## config.mk

```make
export PLATFORM = sky130hd
export DESIGN_NAME = bc_io_ctrl_flat
export DESIGN_NICKNAME = d
export VERILOG_FILES = /design/src/rtl/bc_io_ctrl_if.sv /design/src/rtl/bc_io_ctrl.sv /design/src/flat_wrapper.sv
export SDC_FILE = /design/constraint.sdc
export NUM_CORES = 1
export LEC_CHECK = 0
export CORE_MARGIN = 8
export CORE_UTILIZATION = 50
export CTS_CLUSTER_SIZE = 10
export DETAILED_ROUTE_END_ITERATION = 8
export DONT_BUFFER_PORTS = 1
export PLACE_DENSITY = 0.63
export SYNTH_ARGS = -nofsm -noshare
export SYNTH_HDL_FRONTEND = slang
export SYNTH_SLANG_ARGS = --single-unit
```

## constraint.sdc

```tcl
create_clock -name clk -period 3.15 [get_ports clk]
set_input_delay 0.63 -clock clk [delete_from_list [all_inputs] [get_ports clk]]
set_output_delay 0.63 -clock clk [all_outputs]
set_load 0.02 [all_outputs]
```

## src/rtl/bc_io_ctrl_if.sv

```systemverilog
// CPU-side and device-side signal bundle for the multi-channel I/O unit.
// The controller connects through the slave modport; the CPU/device side uses master.
interface bc_io_ctrl_if #(
    parameter int DW  = 8,
    parameter int NCH = 4,
    parameter int CHB = 2,
    parameter int AW  = 16
);
    logic [NCH*DW-1:0] dev_in_data;
    logic [NCH-1:0]    dev_in_valid;
    logic [NCH-1:0]    dev_in_ready;
    logic [NCH*DW-1:0] dev_out_data;
    logic [NCH-1:0]    dev_out_valid;
    logic [NCH-1:0]    dev_out_ready;
    logic [CHB-1:0]    io_sel;
    logic              inp_en;
    logic              out_en;
    logic [AW-1:0]     ac_in;
    logic              ion;
    logic              iof;
    logic              int_ack;
    logic              mask_we;
    logic [2*NCH-1:0]  mask_din;
    logic [DW-1:0]     inpr_out;
    logic              fgi_sel;
    logic              fgo_sel;
    logic              ien;
    logic              irq;
    logic [CHB-1:0]    irq_ch;
    logic [2*NCH-1:0]  imask;

    modport master (
        output dev_in_data, dev_in_valid, dev_out_ready, io_sel, inp_en, out_en,
               ac_in, ion, iof, int_ack, mask_we, mask_din,
        input  dev_in_ready, dev_out_data, dev_out_valid, inpr_out, fgi_sel,
               fgo_sel, ien, irq, irq_ch, imask
    );

    modport slave (
        input  dev_in_data, dev_in_valid, dev_out_ready, io_sel, inp_en, out_en,
               ac_in, ion, iof, int_ack, mask_we, mask_din,
        output dev_in_ready, dev_out_data, dev_out_valid, inpr_out, fgi_sel,
               fgo_sel, ien, irq, irq_ch, imask
    );
endinterface

```

## src/rtl/bc_io_ctrl.sv

```systemverilog
// NCH INPR/OUTR channel pairs with FGI/FGO flags, masked interrupt request and IEN.
// Flag updates are visible one cycle after the edge; a full INPR / unsent OUTR stalls its device or drops the CPU write.
module bc_io_ctrl #(
    parameter int DW  = 8,
    parameter int NCH = 4,
    parameter int CHB = 2,
    parameter int AW  = 16
) (
    input  logic        clk,
    input  logic        rst,
    bc_io_ctrl_if.slave io
);
    logic [NCH-1:0]   fgi;
    logic [NCH-1:0]   fgo;
    logic [DW-1:0]    inpr [NCH];
    logic [DW-1:0]    outr [NCH];
    logic             ien;
    logic [2*NCH-1:0] imask;

    logic [NCH-1:0]   inp_hit;
    logic [NCH-1:0]   out_hit;
    logic [NCH-1:0]   pend;

    logic             unused_ac;
    assign unused_ac = ^io.ac_in[AW-1:DW];

    always_comb begin
        io.inpr_out      = '0;
        io.fgi_sel       = 1'b0;
        io.fgo_sel       = 1'b0;
        io.irq_ch        = '0;
        io.dev_out_data  = '0;
        inp_hit          = '0;
        out_hit          = '0;
        pend             = '0;
        // Out-of-range selects never match any channel, so they read as zero and are ignored.
        for (int i = 0; i < NCH; i++) begin
            io.dev_out_data[i*DW +: DW] = outr[i];
            pend[i] = (fgi[i] & imask[i]) | (fgo[i] & imask[NCH+i]);
            if (CHB'(i) == io.io_sel) begin
                io.inpr_out = inpr[i];
                io.fgi_sel  = fgi[i];
                io.fgo_sel  = fgo[i];
                inp_hit[i]  = io.inp_en;
                out_hit[i]  = io.out_en;
            end
        end
        for (int i = NCH-1; i >= 0; i--) begin
            if (pend[i]) io.irq_ch = CHB'(i);
        end
    end

    assign io.dev_in_ready  = ~fgi;
    assign io.dev_out_valid = ~fgo;
    assign io.ien           = ien;
    assign io.imask         = imask;
    assign io.irq           = ien & (|pend);

    always_ff @(posedge clk or posedge rst) begin
        if (rst) begin
            fgi   <= '0;
            fgo   <= '1;
            ien   <= 1'b0;
            imask <= '1;
            for (int i = 0; i < NCH; i++) begin
                inpr[i] <= '0;
                outr[i] <= '0;
            end
        end else begin
            // Capture needs FGI=0 and the CPU clear needs FGI=1, so the two never collide.
            for (int i = 0; i < NCH; i++) begin
                if (io.dev_in_valid[i] && !fgi[i]) begin
                    inpr[i] <= io.dev_in_data[i*DW +: DW];
                    fgi[i]  <= 1'b1;
                end else if (inp_hit[i] && fgi[i]) begin
                    fgi[i]  <= 1'b0;
                end
                if (out_hit[i] && fgo[i]) begin
                    outr[i] <= io.ac_in[DW-1:0];
                    fgo[i]  <= 1'b0;
                end else if (io.dev_out_ready[i] && !fgo[i]) begin
                    fgo[i]  <= 1'b1;
                end
            end
            if (io.int_ack || io.iof) begin
                ien <= 1'b0;
            end else if (io.ion) begin
                ien <= 1'b1;
            end
            if (io.mask_we) imask <= io.mask_din;
        end
    end
endmodule

```

## src/flat_wrapper.sv

```systemverilog
// flat-port wrapper written by rule: the top's interface ports become plain ports
module bc_io_ctrl_flat 
#(
    parameter int DW  = 8,
    parameter int NCH = 4,
    parameter int CHB = 2,
    parameter int AW  = 16
)
  (clk, rst, io_dev_in_data, io_dev_in_valid, io_dev_out_ready, io_io_sel, io_inp_en, io_out_en, io_ac_in, io_ion, io_iof, io_int_ack, io_mask_we, io_mask_din, io_dev_in_ready, io_dev_out_data, io_dev_out_valid, io_inpr_out, io_fgi_sel, io_fgo_sel, io_ien, io_irq, io_irq_ch, io_imask);
  bc_io_ctrl_if #(.DW(DW), .NCH(NCH), .CHB(CHB), .AW(AW)) io_i ();
  input  logic clk;
  input  logic rst;
  input wire logic [$bits(io_i.dev_in_data)-1:0] io_dev_in_data;
  input wire logic [$bits(io_i.dev_in_valid)-1:0] io_dev_in_valid;
  input wire logic [$bits(io_i.dev_out_ready)-1:0] io_dev_out_ready;
  input wire logic [$bits(io_i.io_sel)-1:0] io_io_sel;
  input wire logic [$bits(io_i.inp_en)-1:0] io_inp_en;
  input wire logic [$bits(io_i.out_en)-1:0] io_out_en;
  input wire logic [$bits(io_i.ac_in)-1:0] io_ac_in;
  input wire logic [$bits(io_i.ion)-1:0] io_ion;
  input wire logic [$bits(io_i.iof)-1:0] io_iof;
  input wire logic [$bits(io_i.int_ack)-1:0] io_int_ack;
  input wire logic [$bits(io_i.mask_we)-1:0] io_mask_we;
  input wire logic [$bits(io_i.mask_din)-1:0] io_mask_din;
  output wire logic [$bits(io_i.dev_in_ready)-1:0] io_dev_in_ready;
  output wire logic [$bits(io_i.dev_out_data)-1:0] io_dev_out_data;
  output wire logic [$bits(io_i.dev_out_valid)-1:0] io_dev_out_valid;
  output wire logic [$bits(io_i.inpr_out)-1:0] io_inpr_out;
  output wire logic [$bits(io_i.fgi_sel)-1:0] io_fgi_sel;
  output wire logic [$bits(io_i.fgo_sel)-1:0] io_fgo_sel;
  output wire logic [$bits(io_i.ien)-1:0] io_ien;
  output wire logic [$bits(io_i.irq)-1:0] io_irq;
  output wire logic [$bits(io_i.irq_ch)-1:0] io_irq_ch;
  output wire logic [$bits(io_i.imask)-1:0] io_imask;
  assign io_i.dev_in_data = io_dev_in_data;
  assign io_i.dev_in_valid = io_dev_in_valid;
  assign io_i.dev_out_ready = io_dev_out_ready;
  assign io_i.io_sel = io_io_sel;
  assign io_i.inp_en = io_inp_en;
  assign io_i.out_en = io_out_en;
  assign io_i.ac_in = io_ac_in;
  assign io_i.ion = io_ion;
  assign io_i.iof = io_iof;
  assign io_i.int_ack = io_int_ack;
  assign io_i.mask_we = io_mask_we;
  assign io_i.mask_din = io_mask_din;
  assign io_dev_in_ready = io_i.dev_in_ready;
  assign io_dev_out_data = io_i.dev_out_data;
  assign io_dev_out_valid = io_i.dev_out_valid;
  assign io_inpr_out = io_i.inpr_out;
  assign io_fgi_sel = io_i.fgi_sel;
  assign io_fgo_sel = io_i.fgo_sel;
  assign io_ien = io_i.ien;
  assign io_irq = io_i.irq;
  assign io_irq_ch = io_i.irq_ch;
  assign io_imask = io_i.imask;
  bc_io_ctrl #(.DW(DW), .NCH(NCH), .CHB(CHB), .AW(AW)) u_core (.clk(clk), .rst(rst), .io(io_i));
endmodule
```

-- After elaboration in Yosys (flattened, before gate mapping)
Cells that the tools add are included.
- bits in registers: 81
- input port bits: 74
- output and inout bits: 62
- equal/unequal tests: 3
- muxes and demuxes: 42
- bitwise operators: 15
- reduce and logical (&&, ||, !) cells: 36
- operator list (cell ; count):
    1-bit 2-to-1 mux ; 34
    8-bit 2-to-1 mux ; 4
    2-bit nonzero test ; 9
    1-bit logical AND ; 16
    1-bit AND ; 9
    1-bit zero test ; 8
    2-bit 2-to-1 mux ; 4
    4-bit inverter ; 2
    2-bit equality test, first input constant ; 2
    1-bit OR ; 4
    4-bit OR reduction ; 1
    1-bit by 2-bit equality test with 1-bit output, first input constant ; 1
    2-bit zero test ; 1
    1-bit logical OR ; 1

-- Logic depth before layout (Yosys ltp)
Gate-level depths: netlist of the first run.
- depth after elaboration: 6
- gate-level depth with buffers: 5

-- Worst setup path after synthesis of the first run
OpenSTA, ideal clock, no wires.
- path type: input-to-output
- from: input io_io_sel[1]
- to: output io_inpr_out[1]
- data arrival time: 1.545 ns
- required time: 2.520 ns
- path slack: 0.975 ns
- cell stages on the path: 3
- path through: buf_6 buf_6 mux4_1
- longest elaborated chain between the ends: 5
- elaborated cells on any way between the ends: 8
- ends and longest elaborated chain (item ; line ; RTL):
    start, declared ; flat_wrapper.sv:16 ; input wire logic [$bits(io_i.io_sel)-1:0] io_io_sel;
    2-bit zero test ; bc_io_ctrl.sv:40 ; if (CHB'(i) == io.io_sel) begin
    8-bit 2-to-1 mux (3 in series) ; bc_io_ctrl.sv:40 ;
    8-bit 2-to-1 mux (*) ; bc_io_ctrl.sv:40 ;
    end, declared ; flat_wrapper.sv:28 ; output wire logic [$bits(io_i.inpr_out)-1:0] io_inpr_out;
Every way passes the cells marked *; elsewhere a longest branch is shown, timed or not.

-- Worst setup path in the final report of the first run
- from: register u_core.imask[3] (netlist: u_core.io.imask[3])
- to: output io_irq_ch[0]
- longest elaborated chain between the ends: 6
- ends and longest elaborated chain (item ; line ; RTL):
    start, declared ; bc_io_ctrl.sv:18 ; logic [2*NCH-1:0] imask;
    start signal, assigned ; bc_io_ctrl.sv:90 ; if (io.mask_we) imask <= io.mask_din;
    1-bit AND ; bc_io_ctrl.sv:39 ; pend[i] = (fgi[i] & imask[i]) | (fgo[i] & imask[NCH+i]);
    1-bit OR ; bc_io_ctrl.sv:39 ;
    2-bit 2-to-1 mux (4 in series) ; bc_io_ctrl.sv:49 ; if (pend[i]) io.irq_ch = CHB'(i);
    end, declared ; flat_wrapper.sv:33 ; output wire logic [$bits(io_i.irq_ch)-1:0] io_irq_ch;
Every way passes these cells.

==> results of run 1 <==
==> routing by layer <==
metal | vias to the layer above | track usage, % | part of all wire (%)
met5 | - | 0 | 0
met4 | 0 | 6.87 | 1.9
met3 | 14 | 8.38 | 11
met2 | 89 | 27.0 | 51
met1 | 989 | 16.7 | 36
li1 | 788 | - | -
==> through the flow <==
| step | std cells | setup WS [ns] | power, mW |
|---|---|---|---|
| after floorplan | 218 | 0.460 | 2.06 |
| after global placement | 305 | 0.996 | 2.14 |
| after detailed placement | 305 | 1.00 | 2.19 |
| after CTS | 321 | 0.613 | 3.05 |
| after global routing | 321 | 0.565 | 3.14 |
| final | 321 | 0.658 | 3.00 |
==> Yosys cell counts, drive strengths merged, types with 2 or more instances <==
| cell type | instances |
|---|---|
| mux2 | 72 |
| dfrtp | 69 |
| dfstp | 12 |
| mux4 | 10 |
| buf | 9 |
| inv | 9 |
| nor2 | 7 |
| nor2b | 6 |
| a22oi | 4 |
| o21a | 4 |
| a31oi | 3 |
| nand3 | 3 |
| nand2 | 2 |
==> power by group through the flow <==
stage                     Clock [mW]  Sequential, mW  Combinational, mW
final                          0.844            1.63              0.530
after global placement             0            1.63              0.516
after detailed placement           0            1.65              0.539
after CTS                      0.873            1.63              0.541
after floorplan                    0            1.57              0.487
after global routing           0.908            1.66              0.571
==> cells by family (layout without fill, tap and decap cells) <==
kind of cell    after synthesis  in the layout  synth area share [%]
compound gates               14             14                  2.82
buf+inv                      19             26                  3.25
flops                        81             81                  58.3
simple gates                 22             22                  4.54
mux                          82             82                  31.1
==> path summary, 6_finish.rpt <==
path / slack (ns) / startpoint / endpoint
max in group asynchronous: 1.90 / rst / u_core.io.imask[7]$_DFFE_PP1P_
max reg2reg: 1.40 / u_core.fgi[3]$_DFFE_PP0P_ / u_core.inpr[5]$_DFFE_PP0P_
min reg2reg: 0.50 / u_core.inpr[15]$_DFFE_PP0P_ / u_core.inpr[15]$_DFFE_PP0P_
max: 0.66 / u_core.io.imask[3]$_DFFE_PP1P_ / io_irq_ch[0]
min: 0.29 / rst / u_core.inpr[28]$_DFFE_PP0P_
min in group clk: 0.35 / io_int_ack / u_core.io.ien$_DFFE_PP0P_
==> area by class of cell <==
cell class | count | area share, %
Multi-Input combinational cell | 118 | 35.6
Tap cell | 96 | 3.18
Inverter | 9 | 0.927
Clock buffer | 10 | 3.64
Clock inverter | 6 | 2.42
Sequential cell | 81 | 54.0
Timing Repair Buffer | 1 | 0.199
==> flip-flops by register name, summed over array words and instances, names as in the netlist <==
name	cells
u_core.io.imask	8
u_core.io.ien	1
u_core.fgo	4
u_core.inpr	32
u_core.fgi	4
u_core.io.dev_out_data	32
==> placed cells by master, fill, tap and decap left out, types with 4 or more instances in the layout <==
master / count
dfrtp_1: 69
mux2_2: 64
dfstp_2: 12
clkbuf_8: 10
mux2_4: 8
inv_1: 8
mux4_1: 6
nor2_1: 6
nor2b_1: 4
a22oi_1: 4
mux4_2: 4
o21a_1: 4
==> results.toml, run 1 <==
[floorplanning]
dieArea_sq_mm = 0.00994
io_pins = 136
fp.dieW_microns = 99.7
rows = 30
initial_core_util_pct = 51.5
core_area_sq_mm = 0.00679
fp.dieH_microns = 99.7

[worst_setup_path]
cp-start-kind = "flip-flop"
cp.depth = 3
worstSetupPathType = "flip-flop to output pin"
cp_slowest_stage_delay_ns = 0.61
arrival_ns = 1.86
critPathMaxFanout = 3
path_delay_family = "compound AO/OA/AOI/OAI gates"
cp_num_buf_inv = 0
cp.required_ns = 2.52
timing.critical_path.cells = "a22oi_1 > nand2b_1 > a21boi_0"
cp_slowest_cell = "dfstp_2"
worstRegToRegCells = 2
endpoint_kind = "output pin"

[logic_synthesis]
synth.top_cell.area_share_pct = 49.3
yosys_most_used_dff = "dfrtp_1"
async_flop_share_pct = 100
netlist_area_sq_mm = 0.00350
ys_warn_count = 0
synth.net_count = 292
synth-edff-count = 0
ys_types = 27
netlist_instances = 218
ys_ff_latch = 81
synth-seq-area-share_pct = 58.3
synth_top_area_cell = "dfrtp_1"
synthTopCellsByArea = "dfrtp_1, mux2_2, dfstp_2"
syn_area_per_cell_sq_um = 16.1

[timing]
worst-slew-pin-transition_ns = 0.981
fmax_mhz = 401
post-route-min-period_ns = 2.49
hold_ws_ns = 0.292
timing.final.max_slew_violations = 0
setup_violations = 0
rsz0062_at_grt = "false"
fin_setup_tns_ns = 0
finClkSkew_ns = 0.00723
relSlewSlack_pct = 34.5
hold_viol_final = 0
fin_crit_sh_pct = 79.1

[cells_and_area]
syn2layout_area_growth_pct = 7.93
multiInputGateArea_sq_mm = 0.00135
fin_area_sq_mm = 0.00378
regArea_sq_mm = 0.00204
post-route-util_pct = 55.6
fillers = 574
antenna_cells = 0
fin_nets = 294
drive_gt1_share_pct = 49.8

[detailed_routing]
drt_wl_total_microns = 7970
drc = 0
drtAntennaViolNets = 0
post_drt_wl_per_cell_microns = 24.8
dr.pass1.iters = 4
first_iter_violations = 48
avgViaCountPerCell = 5.86
via_count = 1880

[power_and_ir_drop]
p_int_mw = 2.08
sequentialPowerShare_pct = 54.2
p_sw_mw = 0.925
ir_drop_uv = 491
total_leakage_power_nw = 1.60
combinationalPowerShare_pct = 17.7
clkPwrFrac_pct = 28.1
power_switching_share_pct = 30.8
power_density_mw_per_mm2 = 794

[grt]
first_global_vias = 2170
track_usage_pct = 16.2
grt_pass1_wl_microns = 12200
antenna_found_initial = 0
grt_max_degree = 49
overflow = 0

[clocking]
cts_buffers = 9
clock-sinks = 81
cts_setup_buffers = 0
cts_tree = "done"
clockBufferDepth = 2
root_buffer = "clkbuf_8"
cts_htree_levels = 3
postCtsHoldBufs = 0
cts_resized = 0
clk_latency_ns = 0.34
clk_pin_slew_ns = 0.08

[placed_design]
hpwlAfterDp_microns = 5940
place.gp.congestion = 0.743
post_dp_cell_area_sq_mm = 0.00355
portBuffers = 0

[run]
drv_cap = 0

[status]
status = "complete, no violations"

[min_path]
hold_path.class = "input port to asynchronous set/reset pin"
(Power assumes the default switching activity.)
==> inputs of run 2 (changes only) <==
PLACE_DENSITY = 0.66   (was 0.63)
clock period = 2.2 ns   (was 3.15 ns; I/O delays follow)
==> run 2 against run 1 <==
  * Sequential power is 42% higher
  * Critical path type unchanged
  * Wire length shrank 3.1%
  * Largest power group unchanged
  * Critical endpoint unchanged
  * First-iteration DRC count is 27% lower
  * Count of clock-buffer cells in the layout is 1 lower
  * Utilization rose by 0.63 points
  * Final area rose by 1.1%
==> results.toml, run 2 (same netlist as run 1, synthesis figures left out) <==
[floorplanning]
rows = 30
core_area_sq_mm = 0.00679
initial_core_util_pct = 51.5
fp.dieW_microns = 99.7
dieArea_sq_mm = 0.00994
fp.dieH_microns = 99.7
io_pins = 136

[clocking]
cts_setup_buffers = 0
cts_buffers = 9
root_buffer = "clkbuf_8"
clk_latency_ns = 0.34
cts_htree_levels = 3
clockBufferDepth = 2
clk_pin_slew_ns = 0.08
cts_resized = 0
cts_tree = "done"
postCtsHoldBufs = 0
clock-sinks = 81

[detailed_routing]
via_count = 1859
avgViaCountPerCell = 5.70
drtAntennaViolNets = 0
first_iter_violations = 35
post_drt_wl_per_cell_microns = 23.7
drc = 0
drt_wl_total_microns = 7730
dr.pass1.iters = 4

[cells_and_area]
layout_common_cells = "dfrtp_1, mux2_2, dfstp_2, clkbuf_8"
antenna_cells = 0
final_cells = 326
fillers = 556
fin_nets = 299
multiInputGateArea_sq_mm = 0.00135
regArea_sq_mm = 0.00204
final_common_cell = "dfrtp_1"
drive_gt1_share_pct = 50.9
syn2layout_area_growth_pct = 9.15

[placed_design]
place_inst = 310
place.gp.congestion = 0.741
portBuffers = 0
hpwlAfterDp_microns = 5740

[timing]
relSlewSlack_pct = 54.1
hold_ws_ns = 0.0802
setup_violations = 0
finClkSkew_ns = 0.00982
rsz0062_at_grt = "false"
fmax_mhz = 490
worst-slew-pin-transition_ns = 0.688
timing.final.max_slew_violations = 0
post-route-min-period_ns = 2.04
fin_crit_sh_pct = 92.8
fin_setup_tns_ns = 0
hold_viol_final = 0

[grt]
first_global_vias = 2027
overflow = 0
grt_pass1_wl_microns = 11800
track_usage_pct = 15.7
grt_max_degree = 82
antenna_found_initial = 0

[power_and_ir_drop]
combinationalPowerShare_pct = 18.1
total_leakage_power_nw = 1.64
clkPwrFrac_pct = 27.5
power_switching_share_pct = 30.7
ir_drop_uv = 501
p_sw_mw = 1.31
sequentialPowerShare_pct = 54.5
p_int_mw = 2.95
power_density_mw_per_mm2 = 1120

[run]
drv_cap = 0

[worst_setup_path]
cp.required_ns = 1.76
arrival_ns = 1.60
cp-start-kind = "flip-flop"
worstSetupPathType = "flip-flop to output pin"
critPathMaxFanout = 3
endpoint_kind = "output pin"

[min_path]
hold_path.class = "input port to asynchronous set/reset pin"

[status]
status = "complete, no violations"
==> run 2: cell types whose count changed in the layout (fill, tap and decap cells not counted) <==
cell	before	now
buf_12	0	1
buf_4	1	5
clkbuf_8	10	9
clkinv_2	1	2
clkinv_4	1	2
clkinvlp_4	3	2
==> run 2: stage by stage <==
step                power [mW]  area [sq um]  util, %  setup slack [ns]
finish                    4.26          3820     56.3             0.158
global route              4.47          3820     56.3            0.0817
CTS                       4.32          3820     56.3             0.141
detailed placement        3.15          3600     53.0             0.522
global placement          3.08          3600     53.0             0.546
floorplan                 2.95          3510        -             0.402
==> run 2: final cells by class <==
type | count | area share, %
Inverter | 9 | 0.982
Clock buffer | 9 | 3.24
Clock inverter | 7 | 2.49
Tap cell | 96 | 3.14
Timing Repair Buffer | 6 | 1.51
Multi-Input combinational cell | 118 | 35.2
Sequential cell | 81 | 53.4
==> run 2: worst paths after layout <==
check,startpoint,to,slack (ns),cells past startpoint
max,u_core.io.imask[3]$_DFFE_PP1P_,io_irq_ch[0],0.16,4
min,rst,u_core.inpr[0]$_DFFE_PP0P_,0.08,2
max reg2reg,u_core.fgo[0]$_DFFE_PP1P_,u_core.io.dev_out_data[0]$_DFFE_PP0P_,0.54,2
min reg2reg,u_core.inpr[10]$_DFFE_PP0P_,u_core.inpr[10]$_DFFE_PP0P_,0.50,1
max in group asynchronous,rst,u_core.fgo[1]$_DFFE_PP1P_,1.76,2
min in group clk,io_int_ack,u_core.io.ien$_DFFE_PP0P_,0.15,1
==> run 2: power groups by stage <==
stage | sequential [mW] | combinational [mW] | clock (mW)
5_1_grt | 2.37 | 0.832 | 1.26
3_3_place_gp | 2.33 | 0.755 | 0
6_report | 2.32 | 0.771 | 1.17
4_1_cts | 2.33 | 0.788 | 1.20
2_1_floorplan | 2.25 | 0.698 | 0
3_5_place_dp | 2.36 | 0.789 | 0
==> run 2: worst max-delay path, stage by stage, from the launching register on <==
cell and delay (ns):
dfstp_2 0.61, a22oi_1 0.14, nand2b_1 0.16, a21boi_0 0.18, buf_4 0.17
==> run 2: routing by layer <==
layer | GRT usage [%] | part of all wire [%]
met5 | 0 | 0
met4 | 4.89 | 1.2
met3 | 8.45 | 11
met2 | 25.8 | 51
met1 | 17.0 | 37
==> inputs of run 3 (changes only) <==
PLACE_DENSITY = 0.63   (was 0.66)
clock period = 2.1 ns   (was 2.2 ns; I/O delays follow)
==> run 3 against run 2 <==
  * Via count up 0.75%
  * Die area stayed put
  * Utilization fell by 0.22 points
  * Final area decreased by 0.39%
  * Combinational power increased by 6.5%
  * Largest power group unchanged
  * Sequential power rose by 5%
  * Worst hold slack lost 0.025 ns
  * Sequential share of layout area up 0.21 points
==> results.toml, run 3 (same netlist as run 1, synthesis figures left out) <==
[status]
status = "complete, no violations"

[floorplanning]
io_pins = 136
initial_core_util_pct = 51.5
fp.dieH_microns = 99.7
fp.dieW_microns = 99.7
core_area_sq_mm = 0.00679
dieArea_sq_mm = 0.00994
rows = 30

[clocking]
cts_setup_buffers = 0
clk_pin_slew_ns = 0.08
root_buffer = "clkbuf_8"
cts_resized = 0
cts_tree = "done"
postCtsHoldBufs = 0
clock-sinks = 81
cts_htree_levels = 3
clockBufferDepth = 2
clk_latency_ns = 0.35
cts_buffers = 9

[worst_setup_path]
worstSetupPathType = "flip-flop to output pin"
critPathMaxFanout = 3
crit_start = "u_core.io.imask[3]$_DFFE_PP1P_"
r2r_slack_ns = 0.68
arrival_ns = 1.55
cp-start-kind = "flip-flop"
r2r_start = "u_core.fgo[3]$_DFFE_PP1P_"
endpoint_kind = "output pin"
cp.required_ns = 1.68
r2r-end = "u_core.io.dev_out_data[27]$_DFFE_PP0P_"
worstRegToRegCells = 2

[timing]
worst-slew-pin-transition_ns = 0.412
fmax_mhz = 508
finClkSkew_ns = 0.00947
rsz0062_at_grt = "false"
fin_setup_tns_ns = 0
setup_violations = 0
fin_crit_sh_pct = 93.8
timing.final.max_slew_violations = 0
hold_viol_final = 0
post-route-min-period_ns = 1.97
relSlewSlack_pct = 72.5
hold_ws_ns = 0.0556

[detailed_routing]
first_iter_violations = 51
dr.pass1.iters = 4
avgViaCountPerCell = 5.73
drtAntennaViolNets = 0
drc = 0
post_drt_wl_per_cell_microns = 24.6
drt_wl_total_microns = 8030
via_count = 1873

[cells_and_area]
final_common_cell = "dfrtp_1"
fin_nets = 300
layout_common_cells = "dfrtp_1, mux2_2, dfstp_2, clkbuf_8"
drive_gt1_share_pct = 51.1
syn2layout_area_growth_pct = 8.72
antenna_cells = 0

[power_and_ir_drop]
power_density_mw_per_mm2 = 1140
sequentialPowerShare_pct = 56.1
total_leakage_power_nw = 1.63
ir_drop_uv = 541
clkPwrFrac_pct = 25.0
p_sw_mw = 1.37
combinationalPowerShare_pct = 18.9
power_switching_share_pct = 31.5
p_int_mw = 2.98

[grt]
first_global_vias = 2116
grt_max_degree = 82
grt_pass1_wl_microns = 12400
overflow = 0
antenna_found_initial = 0
track_usage_pct = 16.4

[run]
drv_cap = 0

[placed_design]
hpwlAfterDp_microns = 5940
portBuffers = 0
place.gp.congestion = 0.771

[min_path]
hold_path.class = "input port to asynchronous set/reset pin"
-- run 3: cell types whose count changed in the layout (fill, tap and decap cells not counted) --
| cell | previous run | this run |
|---|---|---|
| clkinv_4 | 2 | 1 |
| clkbuf_1 | 0 | 2 |
| a21oi_1 | 1 | 0 |
| a22oi_2 | 0 | 1 |
| buf_4 | 5 | 6 |
| bufinv_16 | 2 | 1 |
| a21boi_1 | 0 | 1 |
| a21boi_0 | 1 | 0 |
| a21oi_2 | 0 | 1 |
| a22oi_1 | 4 | 3 |
-- run 3: cell type report --
cell class,count,area (sq um)
Fill cell,557,2990
Sequential cell,81,2040
Multi-Input combinational cell,118,1360
Clock buffer,11,131
Tap cell,96,120
Timing Repair Buffer,7,65.1
Clock inverter,5,56.3
Inverter,9,37.5
-- run 3: power groups by stage --
stage	clock (mW)	combinational (mW)	sequential (mW)
finish	1.09	0.821	2.44
global route	1.18	0.884	2.50
CTS	1.12	0.834	2.45
detailed placement	0	0.833	2.47
global placement	0	0.794	2.44
floorplan	0	0.731	2.36
-- run 3: through the flow --
step,std cells,util [%],power [mW],cell area [sq um],setup slack [ns]
2_1_floorplan,218,-,3.09,3510,0.322
3_3_place_gp,311,53.1,3.23,3610,0.462
3_5_place_dp,311,53.1,3.30,3610,0.459
4_1_cts,327,55.9,4.40,3800,0.0598
5_1_grt,327,56.0,4.56,3810,0.0265
6_report,327,56.0,4.35,3810,0.131
-- run 3: routing by layer --
metal  global-route usage, %  wire length [microns]
met5                       0                      0
met4                    5.59                     82
met3                    8.24                    909
met2                    27.4                   4150
met1                    17.6                   2900
-- run 3: critical path, cell delays in order (launching register included) --
cell and delay (ns):
dfstp_2 0.62, a22oi_2 0.12, nand2b_1 0.15, a21boi_1 0.15, buf_4 0.16
-- run 3: worst max path at each step --
| stage | endpoint | depth (start not counted) |
|---|---|---|
| 2_1_floorplan | io_irq_ch[0] | 3 |
| 3_3_place_gp | io_irq_ch[0] | 4 |
| 3_5_place_dp | io_irq_ch[0] | 4 |
| 4_1_cts | io_irq_ch[0] | 4 |
| 5_1_grt | io_irq_ch[0] | 4 |
| 6_report | io_irq_ch[0] | 4 |
